--- src/rtl/regfile_wb_arbiter.sv ---
// regfile_wb_arbiter: per-source writeback FIFOs drained one head per cycle onto the register file write port.
// Round-robin by default; define WB_ARB_FIXED_PRIO_EN for fixed priority (source 0 highest).
module regfile_wb_arbiter #(
   parameter int NUM_SRC    = 3,
   parameter int FIFO_DEPTH = 2
) (
   input  logic                  clk,
   input  logic                  rst_n,
   input  logic [NUM_SRC-1:0]    src_valid,
   output logic [NUM_SRC-1:0]    src_ready,
   input  logic [NUM_SRC*5-1:0]  src_addr,
   input  logic [NUM_SRC*32-1:0] src_data,
   output logic                  wr_en,
   output logic [4:0]            wr_addr,
   output logic [31:0]           wr_data,
   output logic [31:0]           pending_mask,
   output logic [NUM_SRC-1:0]    grant_onehot
);
   localparam int AW = $clog2(FIFO_DEPTH);
   localparam int CW = AW + 1;
   localparam int SW = $clog2(NUM_SRC);

   logic [4:0]         addr_mem [NUM_SRC][FIFO_DEPTH];
   logic [31:0]        data_mem [NUM_SRC][FIFO_DEPTH];
   logic [AW-1:0]      rd_ptr [NUM_SRC];
   logic [AW-1:0]      wr_ptr [NUM_SRC];
   logic [CW-1:0]      count [NUM_SRC];
   logic [NUM_SRC-1:0] nonempty;
   logic [NUM_SRC-1:0] push;
   logic [SW-1:0]      win;
   logic [SW-1:0]      idx;
   int                 s;
`ifndef WB_ARB_FIXED_PRIO_EN
   logic [SW-1:0]      rr_ptr;
`endif

   // x0 writes complete the handshake but are never stored
   always_comb begin
      nonempty  = '0;
      src_ready = '0;
      push      = '0;
      for (int i = 0; i < NUM_SRC; i++) begin
         nonempty[i]  = count[i] != '0;
         src_ready[i] = count[i] != CW'(FIFO_DEPTH);
         push[i]      = src_valid[i] && src_ready[i] && src_addr[5*i +: 5] != 5'd0;
      end
   end

   // Scan in reverse search order so the last hit is the first source in search order
   always_comb begin
      win = '0;
      idx = '0;
      s   = 0;
      for (int k = NUM_SRC - 1; k >= 0; k--) begin
`ifdef WB_ARB_FIXED_PRIO_EN
         s = k;
`else
         s = int'(rr_ptr) + k;
         if (s >= NUM_SRC) s = s - NUM_SRC;
`endif
         idx = SW'(s);
         if (nonempty[idx]) win = idx;
      end
      wr_en        = |nonempty;
      grant_onehot = wr_en ? (NUM_SRC'(1) << win) : '0;
      wr_addr      = wr_en ? addr_mem[win][rd_ptr[win]] : 5'd0;
      wr_data      = wr_en ? data_mem[win][rd_ptr[win]] : 32'd0;
   end

   always_comb begin
      pending_mask = '0;
      for (int i = 0; i < NUM_SRC; i++)
         for (int j = 0; j < FIFO_DEPTH; j++)
            if (CW'(j) < count[i]) pending_mask[addr_mem[i][rd_ptr[i] + AW'(j)]] = 1'b1;
      pending_mask[0] = 1'b0;
   end

   always_ff @(posedge clk or negedge rst_n) begin
      if (!rst_n) begin
         for (int i = 0; i < NUM_SRC; i++) begin
            rd_ptr[i] <= '0;
            wr_ptr[i] <= '0;
            count[i]  <= '0;
         end
      end else begin
         for (int i = 0; i < NUM_SRC; i++) begin
            if (push[i]) wr_ptr[i] <= wr_ptr[i] + AW'(1);
            if (grant_onehot[i]) rd_ptr[i] <= rd_ptr[i] + AW'(1);
            count[i] <= count[i] + CW'(push[i]) - CW'(grant_onehot[i]);
         end
      end
   end

   always_ff @(posedge clk) begin
      for (int i = 0; i < NUM_SRC; i++)
         if (push[i]) begin
            addr_mem[i][wr_ptr[i]] <= src_addr[5*i +: 5];
            data_mem[i][wr_ptr[i]] <= src_data[32*i +: 32];
         end
   end

`ifndef WB_ARB_FIXED_PRIO_EN
   always_ff @(posedge clk or negedge rst_n) begin
      if (!rst_n) rr_ptr <= '0;
      else if (wr_en) rr_ptr <= (win == SW'(NUM_SRC - 1)) ? '0 : win + SW'(1);
   end
`endif

endmodule

--- config.mk ---
export PLATFORM = sky130hd
export DESIGN_NAME = regfile_wb_arbiter
export DESIGN_NICKNAME = d
export VERILOG_FILES = /design/src/rtl/regfile_wb_arbiter.sv
export SDC_FILE = /design/constraint.sdc
export NUM_CORES = 1
export LEC_CHECK = 0
export ABC_AREA = 0
export BUFFER_PORTS_ARGS = -buffer_cell sky130_fd_sc_hd__buf_4
export CAP_MARGIN = 10
export CORE_MARGIN = 2
export CORE_UTILIZATION = 25
export CTS_CLUSTER_DIAMETER = 60
export DETAILED_ROUTE_END_ITERATION = 10
export SLEW_MARGIN = 0
export SYNTH_ARGS = -nofsm -noshare
export SYNTH_HDL_FRONTEND = slang
export SYNTH_SLANG_ARGS = --single-unit
export TNS_END_PERCENT = 10
--- constraint.sdc ---
create_clock -name clk -period 6.15 [get_ports clk]
set_input_delay 0.3075 -clock clk [delete_from_list [all_inputs] [get_ports clk]]
set_output_delay 0.3075 -clock clk [all_outputs]
set_load 0.05 [all_outputs]
-- Word-level counts from Yosys, hierarchy flattened
Memories as Yosys holds them, arrays and structs flattened.
Cells that the tools add are included.
- memory bits (writable): 222
- flip-flop bits (word level): 14
- output and inout port bits: 76
- memories kept: 2
- word-level logic and storage cells: 193
- memories (memory ; words ; bits a word ; read ports ; clocked after memory_dff ; write ports ; line ; text):
    data_mem ; 3 ; 64 ; 1 ; 0 ; 3 ; 24 ; logic [31:0] data_mem [NUM_SRC][FIFO_DEPTH];
    addr_mem ; 3 ; 10 ; 4 ; 0 ; 3 ; 23 ; logic [4:0] addr_mem [NUM_SRC][FIFO_DEPTH];
- multiplexer cells: 82
- reductions and logical operators: 22
- order comparisons: 38
- shift-type cells: 1
- bitwise gates (word level): 16
- add/sub/neg operators: 18
- eq/ne operators: 4
- operators by type and width (kind ; count):
    $mux W32 ; 13
    $mux W64 ; 3
    $or A32 B32 Y32 ; 5
    $mux W5 ; 25
    $demux W32 S1 ; 3
    $lt A5 B6 Y1 const B ; 6
    $demux W1 S5 ; 6
    $ge A5 B1 Y1 const B ; 6
    $mux W10 ; 3
    $ge A2 B2 Y1 const B ; 11
    $not A1 Y2 ; 10
    $demux W5 S1 ; 3
    $logic_and A1 B1 Y1 ; 15
    $reduce_bool A5 Y1 ; 3
    $mux W1 ; 14
    $mux W2 ; 7
    $lt A1 B2 Y1 const A ; 6
    $lt A2 B3 Y1 const B ; 3
    $bmux W1 S2 ; 4
    $add A1 B1 Y1 const B ; 6
    $add A2 B1 Y2 ; 3
    $ge A3 B2 Y1 const B ; 2
    $lt A2 B1 Y1 const B ; 3
    $ne A2 B2 Y1 const B ; 3
    12 further kinds ; 18

-- Logic depth before layout (Yosys ltp)
Gate-level depths: netlist of the first run.
- depth after elaboration: 19
- depth in mapped cells: 14
- gate-level depth less buffers: 11

-- Least setup slack after synthesis of the first run
OpenSTA, ideal clock, no wires.
- path kind: reg2out
- start: register rr_ptr[0]
- end: output wr_addr[3]
- required time: 5.843 ns
- buffers on the path: 2
- cell stages (with the launch flop): 11
- path slack: 2.677 ns
- data arrival time: 3.165 ns
- cells stage by stage: dfrtp_1 > inv_1 > ha_1 > a211oi_1 > or2_1 > clkbuf_1 > clkbuf_1 > inv_1 > a2bb2oi_1 > o211ai_1 > a21oi_1
- cells in the longest elaborated chain, start to end: 17
- elaborated cells on any way between the ends: 30
- those cells by class: add/sub: 5; order compare: 3; mux: 19; bitwise: 2; memory: 1
- ends and longest elaborated chain (item ; line ; text):
    start: declaration ; 34 ; logic [SW-1:0] rr_ptr;
    start signal: assignment ; 105 ; else if (wr_en) rr_ptr <= (win == SW'(NUM_SRC - 1)) ? '0 : win + SW'(1);
    $add A2 B2 Y3 ; 58 ; s = int'(rr_ptr) + k;
    $ge A3 B2 Y1 or $sub A2 B2 Y2 (tied branches) ; 59 ; if (s >= NUM_SRC) s = s - NUM_SRC;
    $mux W2 ; 59 ;
    $bmux W1 S2 ; 62 ; if (nonempty[idx]) win = idx;
    $mux W1 (implied by the code) ; 62 ;
    $mux W2 (2 in series) ; 62 ;
    $mux W2 (*) ; 62 ;
    $not A2 Y3 (implied by the code) ; 66 ; wr_addr = wr_en ? addr_mem[win][rd_ptr[win]] : 5'd0;
    $bmux W1 S2 ; 66 ;
    $mux W1 (implied by the code) (2 in series) ; 66 ;
    $not A1 Y2 (implied by the code) ; 66 ;
    $mux W5 (implied by the code) (*) (3 in series) ; 66 ;
    $mux W5 (*) ; 66 ;
    end: declaration ; 14 ; output logic [4:0] wr_addr,
Every way passes the cells marked *; elsewhere a longest branch is shown, timed or not. The select of a mux whose other input is x is not followed.

-- Worst setup path after layout of the first run
- start: register count[5] (netlist bit)
- end: output wr_addr[4]
- cells in the longest elaborated chain, start to end: 15
- elaborated cells on any way between the ends: 21
- those cells by class: mux: 16; bitwise: 2; reduce/logical: 2; memory: 1
- ends and longest elaborated chain (item ; line ; text):
    start: declaration ; 27 ; logic [CW-1:0] count [NUM_SRC];
    start signal: indexed assignment ; 89 ; count[i] <= count[i] + CW'(push[i]) - CW'(grant_onehot[i]);
    $reduce_bool A2 Y1 (*) ; 43 ; nonempty[i] = count[i] != '0;
    $bmux W1 S2 ; 62 ;
    $mux W1 (implied by the code) ; 62 ;
    $mux W2 (3 in series) ; 62 ;
    $not A2 Y3 (implied by the code) ; 66 ;
    $bmux W1 S2 ; 66 ;
    $mux W1 (implied by the code) (2 in series) ; 66 ;
    $not A1 Y2 (implied by the code) ; 66 ;
    $mux W5 (implied by the code) (3 in series) ; 66 ;
    $mux W5 (*) ; 66 ;
Marks and branches as above.

==> results.ini, run 1 <==
[run_status]
status=complete, no violations

[final_layout]
drive_above_1_share_pct=21.4
fillers=4411
nets=1324
area_growth_pct=35.4

[clock_tree]
post_cts_buffers=0
cts_buffer_depth=3
cts_tree=done
clkTransAtPathRegs_ns=0.06
cts_sinks=236
worstSkewPairLatency_ns=0.53
numCtsBuffers=25
cts_max_level=1
cts_root_buf=clkbuf_16

[worst_setup_path]
end_kind=primary output
start_kind=register
worst_ep_required_time_ns=5.84
reg2reg_from=rr_ptr[0]
path_max_fanout=58
crit_arrival_ns=4.12
criticalPathCategory=reg2out
regToRegEndpoint=count[5]
reg2reg_slack_ns=2.40
ff2ff_path_depth=12

[detailed_routing]
highest_layer=met4
route.detailed.drc=0
wl_met1_um=15600
ant_nets=0
post_drt_wl_per_cell_um=20.7
wl_met2_um=18000
met3_wirelength_um=2700
route.final.wire_length_um=37500
viasPerCell=5.06
firstDrtPassIters=5
drt_iter0_drc=898
vias=9172

[timing]
whs_ns=0.170
period_share_pct=72.0
rsz0062_at_grt=no
max-slew-margin-rel_pct=29.0
hold_viol_final=0
worstMarginPinSlew_ns=1.07
tns_ns=0
setup_viol_count_final=0
drv_slew=0
final.min_clock_period_ns=4.43
finalClockSkew_ns=0.0165
fmax_mhz=226

[synth]
ys_ff_latch=236
synth-edff-count=222
yosys_most_used_dff=edfxtp_1
yosysSeqAreaShare_pct=62.9
syn_avg_cell_area_um2=12.1
syn-instance-count=923
ys_top_cells_by_area=edfxtp_1 (60%), o22ai_1 (5.4%), dfrtp_1 (3.1%)
synth_top_cell_area_share_pct=59.7
yosysWarnings=0
yosys-top-cells-count=edfxtp_1 (222), o22ai_1 (97), nor2_1 (84)
synthDistinctLibCells=51
syn-num-nets=1047
async_flop_share_pct=5.93
synth_most_common_cell=edfxtp_1
yosysTopAreaCell=edfxtp_1
syn_area_um2=11200

[die]
pin_count=192
core_um2=44100
initial_core_util_pct=25.3
row_count=77
die_h_um=215
die-area_um2=46300
die_w_um=215

[placement]
port_buffers=190
gp_congestion=0.973
dp.final_hpwl_um=24900

[global_routing]
grt_max_degree=74
grt_pass1_wl_um=56300
grt_usage_pct=15.7
grt_overflow=0
antenna_found_initial=3
grt_pass1_vias=9263

[min_path]
hold_path.class=in2async

[job]
cap_viol_max_count=0

-- metal layers --
layer  track usage [%]  up-vias
li1                  -     4202
met1              19.9     4438
met3              2.70       92
met5                 0        -
met4              5.29        0
met2              26.9      440
-- worst max-delay path by stage --
stage	start	to	slack, ns	cells after the start
finish	count[5]	wr_addr[4]	1.72	8
global route	rr_ptr[0]	wr_addr[4]	1.48	10
CTS	count[5]	wr_addr[4]	1.76	8
detailed placement	count[3]	wr_addr[4]	2.33	8
global placement	count[3]	wr_addr[3]	2.38	8
floorplan	rr_ptr[0]	wr_addr[3]	2.68	10
-- layout make-up --
cell class	instances	area [um^2]	area share, %
Sequential cell	236	7020	46.5
Multi-Input combinational cell	603	3830	25.4
Timing Repair Buffer	313	2630	17.4
Tap cell	592	741	4.90
Clock buffer	29	641	4.24
Clock inverter	15	155	1.03
Inverter	21	78.8	0.522
Antenna cell	3	7.51	0.0497
-- registers in the layout, indices dropped and copies added, names as in the netlist --
| name | flops |
|---|---|
| rr_ptr | 2 |
| data_mem | 192 |
| addr_mem | 30 |
| count | 6 |
| rd_ptr | 3 |
| wr_ptr | 3 |
-- metrics by stage --
stage	cell area (um^2)	std cells	util (%)	setup slack [ns]
3_3_place_gp	13200	1653	29.9	2.38
6_report	15100	1812	34.2	1.72
5_1_grt	15100	1812	34.2	1.48
2_1_floorplan	11200	923	-	2.68
3_5_place_dp	13200	1653	29.9	2.33
4_1_cts	15100	1809	34.2	1.76
-- cells in the final DEF (no fill, tap or decap), types with 11 or more instances in the layout --
| cell | n |
|---|---|
| nor3b_1 | 11 |
| nand2b_1 | 16 |
| a21oi_1 | 38 |
| dlygate4sd3_1 | 112 |
| o211ai_1 | 41 |
| xnor2_1 | 12 |
| o221ai_1 | 31 |
| inv_1 | 20 |
| mux2i_1 | 12 |
| nor2_1 | 78 |
| o21ai_1 | 12 |
| edfxtp_1 | 222 |
| o21ai_0 | 16 |
| clkbuf_16 | 25 |
| o22a_1 | 34 |
| buf_4 | 201 |
| or3_1 | 43 |
| dfrtp_1 | 14 |
| o22ai_1 | 97 |
| nand2_1 | 70 |
-- cells by family after synthesis --
kind of cell             after synthesis  share of synthesized area [%]
AO/OA/AOI/OAI                        297                           18.3
AND/OR/NAND/NOR                      265                           11.6
flip-flops                           236                           62.9
buffers and inverters                 84                           3.46
multiplexers                          20                           1.88
XOR/XNOR                              12                          0.942
adder cells (fa/ha/maj)                8                          0.897
other                                  1                         0.0336
-- what timing repair did --
action	4_1_cts	5_1_grt
hold buffers	112	0
gates resized for setup	0	0
hold endpoints to repair	236	0
-- critical path, stage by stage (launching register included) --
cell and delay [ns]:
dfrtp_1 0.48, or2_0 0.40, nor4b_1 0.66, o211ai_1 0.18
a31o_2 0.44, buf_4 0.36, or3_1 0.44, a21oi_1 0.31
buf_4 0.27
Power of run 1 is left out: the tool's default activity adds up to more than one toggle a clock period on the data nets, which glitch-free logic cannot reach.
==> run 2: changes to the inputs <==
--- a/config.mk
+++ b/config.mk
@@ -5,7 +5,7 @@
 export SDC_FILE = /design/constraint.sdc
 export NUM_CORES = 1
 export LEC_CHECK = 0
-export ABC_AREA = 0
+export ABC_AREA = 1
 export BUFFER_PORTS_ARGS = -buffer_cell sky130_fd_sc_hd__buf_4
 export CAP_MARGIN = 10
 export CORE_MARGIN = 2
==> constraint.sdc (replaced) <==
create_clock -name clk -period 3.54 [get_ports clk]
set_input_delay 0.177 -clock clk [delete_from_list [all_inputs] [get_ports clk]]
set_output_delay 0.177 -clock clk [all_outputs]
set_load 0.05 [all_outputs]
==> run 2 against run 1 <==
  * First-iteration DRC count up 7.0%
  * Non-clock buffer count grew 43
  * Area after synthesis up 8.9%
  * Clock skew grew 0.0088 ns
  * Final cell count rose by 30%
  * Cell area up 11%
  * Die area up 8.7%
  * Global-route usage up 0.70 points
  * Count of clock-buffer cells in the layout up 8
  * Sequential cell count stayed put
  * Register-to-register slack lost 1.7 ns
==> results.ini, run 2 <==
[run_status]
status=complete, no violations

[die]
initial_core_util_pct=25.4  ; +0.11 points
core_um2=47800  ; +8.4%
pin_count=192  ; unchanged
die-area_um2=50400  ; +8.7%
die_w_um=224  ; +4.3%
die_h_um=224  ; +4.3%
row_count=80  ; +3.9%

[clock_tree]
clkTransAtPathRegs_ns=0.06  ; about the same
worstSkewPairLatency_ns=0.58  ; +0.05 ns
cts_root_buf=clkbuf_16
numCtsBuffers=29  ; +16%
cts_sinks=236  ; unchanged
cts_tree=done
cts_max_level=1  ; unchanged
cts_buffer_depth=3  ; unchanged

[synth]
syn-instance-count=1378  ; +49%
synthDistinctLibCells=36  ; -29%
synth-edff-count=222  ; unchanged
syn_avg_cell_area_um2=8.82  ; -27%
yosysSeqAreaShare_pct=57.7  ; -5.1 points
yosys-top-cells-count=nand2_1 (311), inv_1 (231), edfxtp_1 (222)
syn_area_um2=12200  ; +8.9%
syn-num-nets=1502  ; +43%
ys_top_cells_by_area=edfxtp_1 (55%), nand2_1 (9.6%), inv_1 (7.1%)
yosysTopAreaCell=edfxtp_1
synth_top_cell_area_share_pct=54.9  ; -4.9 points
yosysWarnings=0  ; unchanged
async_flop_share_pct=5.93  ; unchanged
yosys_most_used_dff=edfxtp_1
synth_most_common_cell=nand2_1
ys_ff_latch=236  ; unchanged

[final_layout]
nets=1840  ; +39%
multi_input_area_um2=4050  ; +5.7%
fin_cells=2355  ; +30%
layout_common_cells=nand2_1 (310), inv_1 (230), buf_4 (224)
register_area_um2=7020  ; unchanged
final_common_cell=nand2_1
area_growth_pct=38.1
drive_above_1_share_pct=18.4  ; -2.9 points
largest_reg_flops=192  ; unchanged
fillers=4803  ; +8.9%

[worst_setup_path]
criticalPathCategory=reg2out
crit_start=rr_ptr[1]
worst_ep_required_time_ns=3.36  ; -2.48 ns
end_kind=primary output
crit_arrival_ns=3.13  ; -0.99 ns
start_kind=register
path_max_fanout=16  ; -72%
reg2reg_from=rr_ptr[1]

[timing]
hold_viol_final=0  ; unchanged
final.min_clock_period_ns=3.31
fmax_mhz=302
setup_slack_ns=0.229  ; -1.49 ns
worstMarginPinSlew_ns=0.696  ; -0.370 ns
max-slew-margin-rel_pct=53.6  ; +25 points
setup_viol_count_final=0  ; unchanged
tns_ns=0  ; unchanged
period_share_pct=93.5
drv_slew=0  ; unchanged
finalClockSkew_ns=0.0253  ; +0.00879 ns

[detailed_routing]
post_drt_wl_per_cell_um=18.0  ; -13%
ant_nets=0  ; unchanged
firstDrtPassIters=6  ; +1
route.final.wire_length_um=42500  ; +13%
drt_iter0_drc=961  ; +7.0%
route.detailed.drc=0  ; unchanged
viasPerCell=4.67  ; -7.8%
vias=11000  ; +20%

[global_routing]
grt_pass1_vias=10600  ; +15%
antenna_found_initial=6  ; +3
grt_max_degree=57  ; -23%
grt_pass1_wl_um=62800  ; +12%
grt_usage_pct=16.4  ; +0.70 points
grt_overflow=0  ; unchanged

[placement]
dp.final_hpwl_um=28200  ; +13%
gp_congestion=0.915  ; -5.9%
place_inst=2181  ; +32%
pre_cts_ws_ns=0.532  ; -1.79 ns
port_buffers=190  ; unchanged

[min_path]
hold_path.class=in2async

[job]
cap_viol_max_count=0  ; unchanged

[run 2: changes by cell type after synthesis, moves of 28 or more]
cell      previous run  this run
nor3_1              11        39
nand2_1             70       311
o22ai_1             97         3
nor2_1              84       217
nand3_1              8       100
o22a_1              34         0
o21ai_0             16        58
or3_1               43         3
o221ai_1            31         0
o211ai_1            41         0
inv_1               20       231
[run 2: layout make-up]
cell class / instances / area share [%]
flip-flops and latches: 236 / 41.8
inverters: 234 / 5.23
diodes: 3 / 0.0447
repair buffers: 356 / 18.4
multi-input cells: 859 / 24.2
clock inverters: 15 / 1.24
clock buffers: 37 / 4.50
well taps: 615 / 4.59
[run 2: critical path, stage by stage (launching register included)]
cell and delay (ns):
dfrtp_1 0.41, inv_1 0.08, ha_1 0.23, inv_1 0.11, nand2_1 0.10, nand2_1 0.07, nand2_1 0.06, nand2_1 0.10
a21oi_4 0.28, nand3_2 0.14, nand3_4 0.24, buf_4 0.28, nor2_1 0.08, nor2_1 0.15, buf_4 0.22
[run 2: stage by stage]
step	instance area, um^2	hold WS, ns	utilization [%]
2_1_floorplan	12200	-0.119	-
3_3_place_gp	14500	0.0591	30.2
3_5_place_dp	14500	0.0611	30.2
4_1_cts	16600	0.0381	34.6
5_1_grt	16800	0.0715	35.1
6_report	16800	0.0377	35.1
[run 2: timing repair]
action	4_1_cts	5_1_grt
resized for setup	11	28
endpoints found under the hold margin	236	0
setup endpoints to repair	22	37
pin swaps	0	2
hold buffers	112	0
buffers inserted	0	5
cloned	0	2
[run 2: worst paths after layout]
check                      slack (ns)     endpoint  cells past startpoint
min in group clk                 0.09    wr_ptr[2]                      4
max reg2reg                      0.74     count[5]                     16
min                              0.04     count[1]                      2
min reg2reg                      0.55     count[2]                      1
max                              0.23  wr_data[28]                     14
max in group asynchronous        3.30     count[3]                      2
[run 2: cell families after synthesis]
kind of cell,synth area share [%]
simple gates,23.7
buf+inv,9.87
flops,57.7
compound gates,7.09
xor+xnor,0.721
fa+ha+maj,0.824
other cells,0.0309
[run 2: layer usage]
| layer | part of all wire (%) | track usage (%) | vias up |
|---|---|---|---|
| met3 | 7.2 | 2.98 | 81 |
| met5 | 0.078 | 0 | - |
| met4 | 2.7 | 4.38 | 6 |
| met1 | 43 | 21.7 | 5244 |
| met2 | 47 | 27.4 | 466 |
| li1 | - | - | 5191 |
Power of run 2 is left out for the same reason.
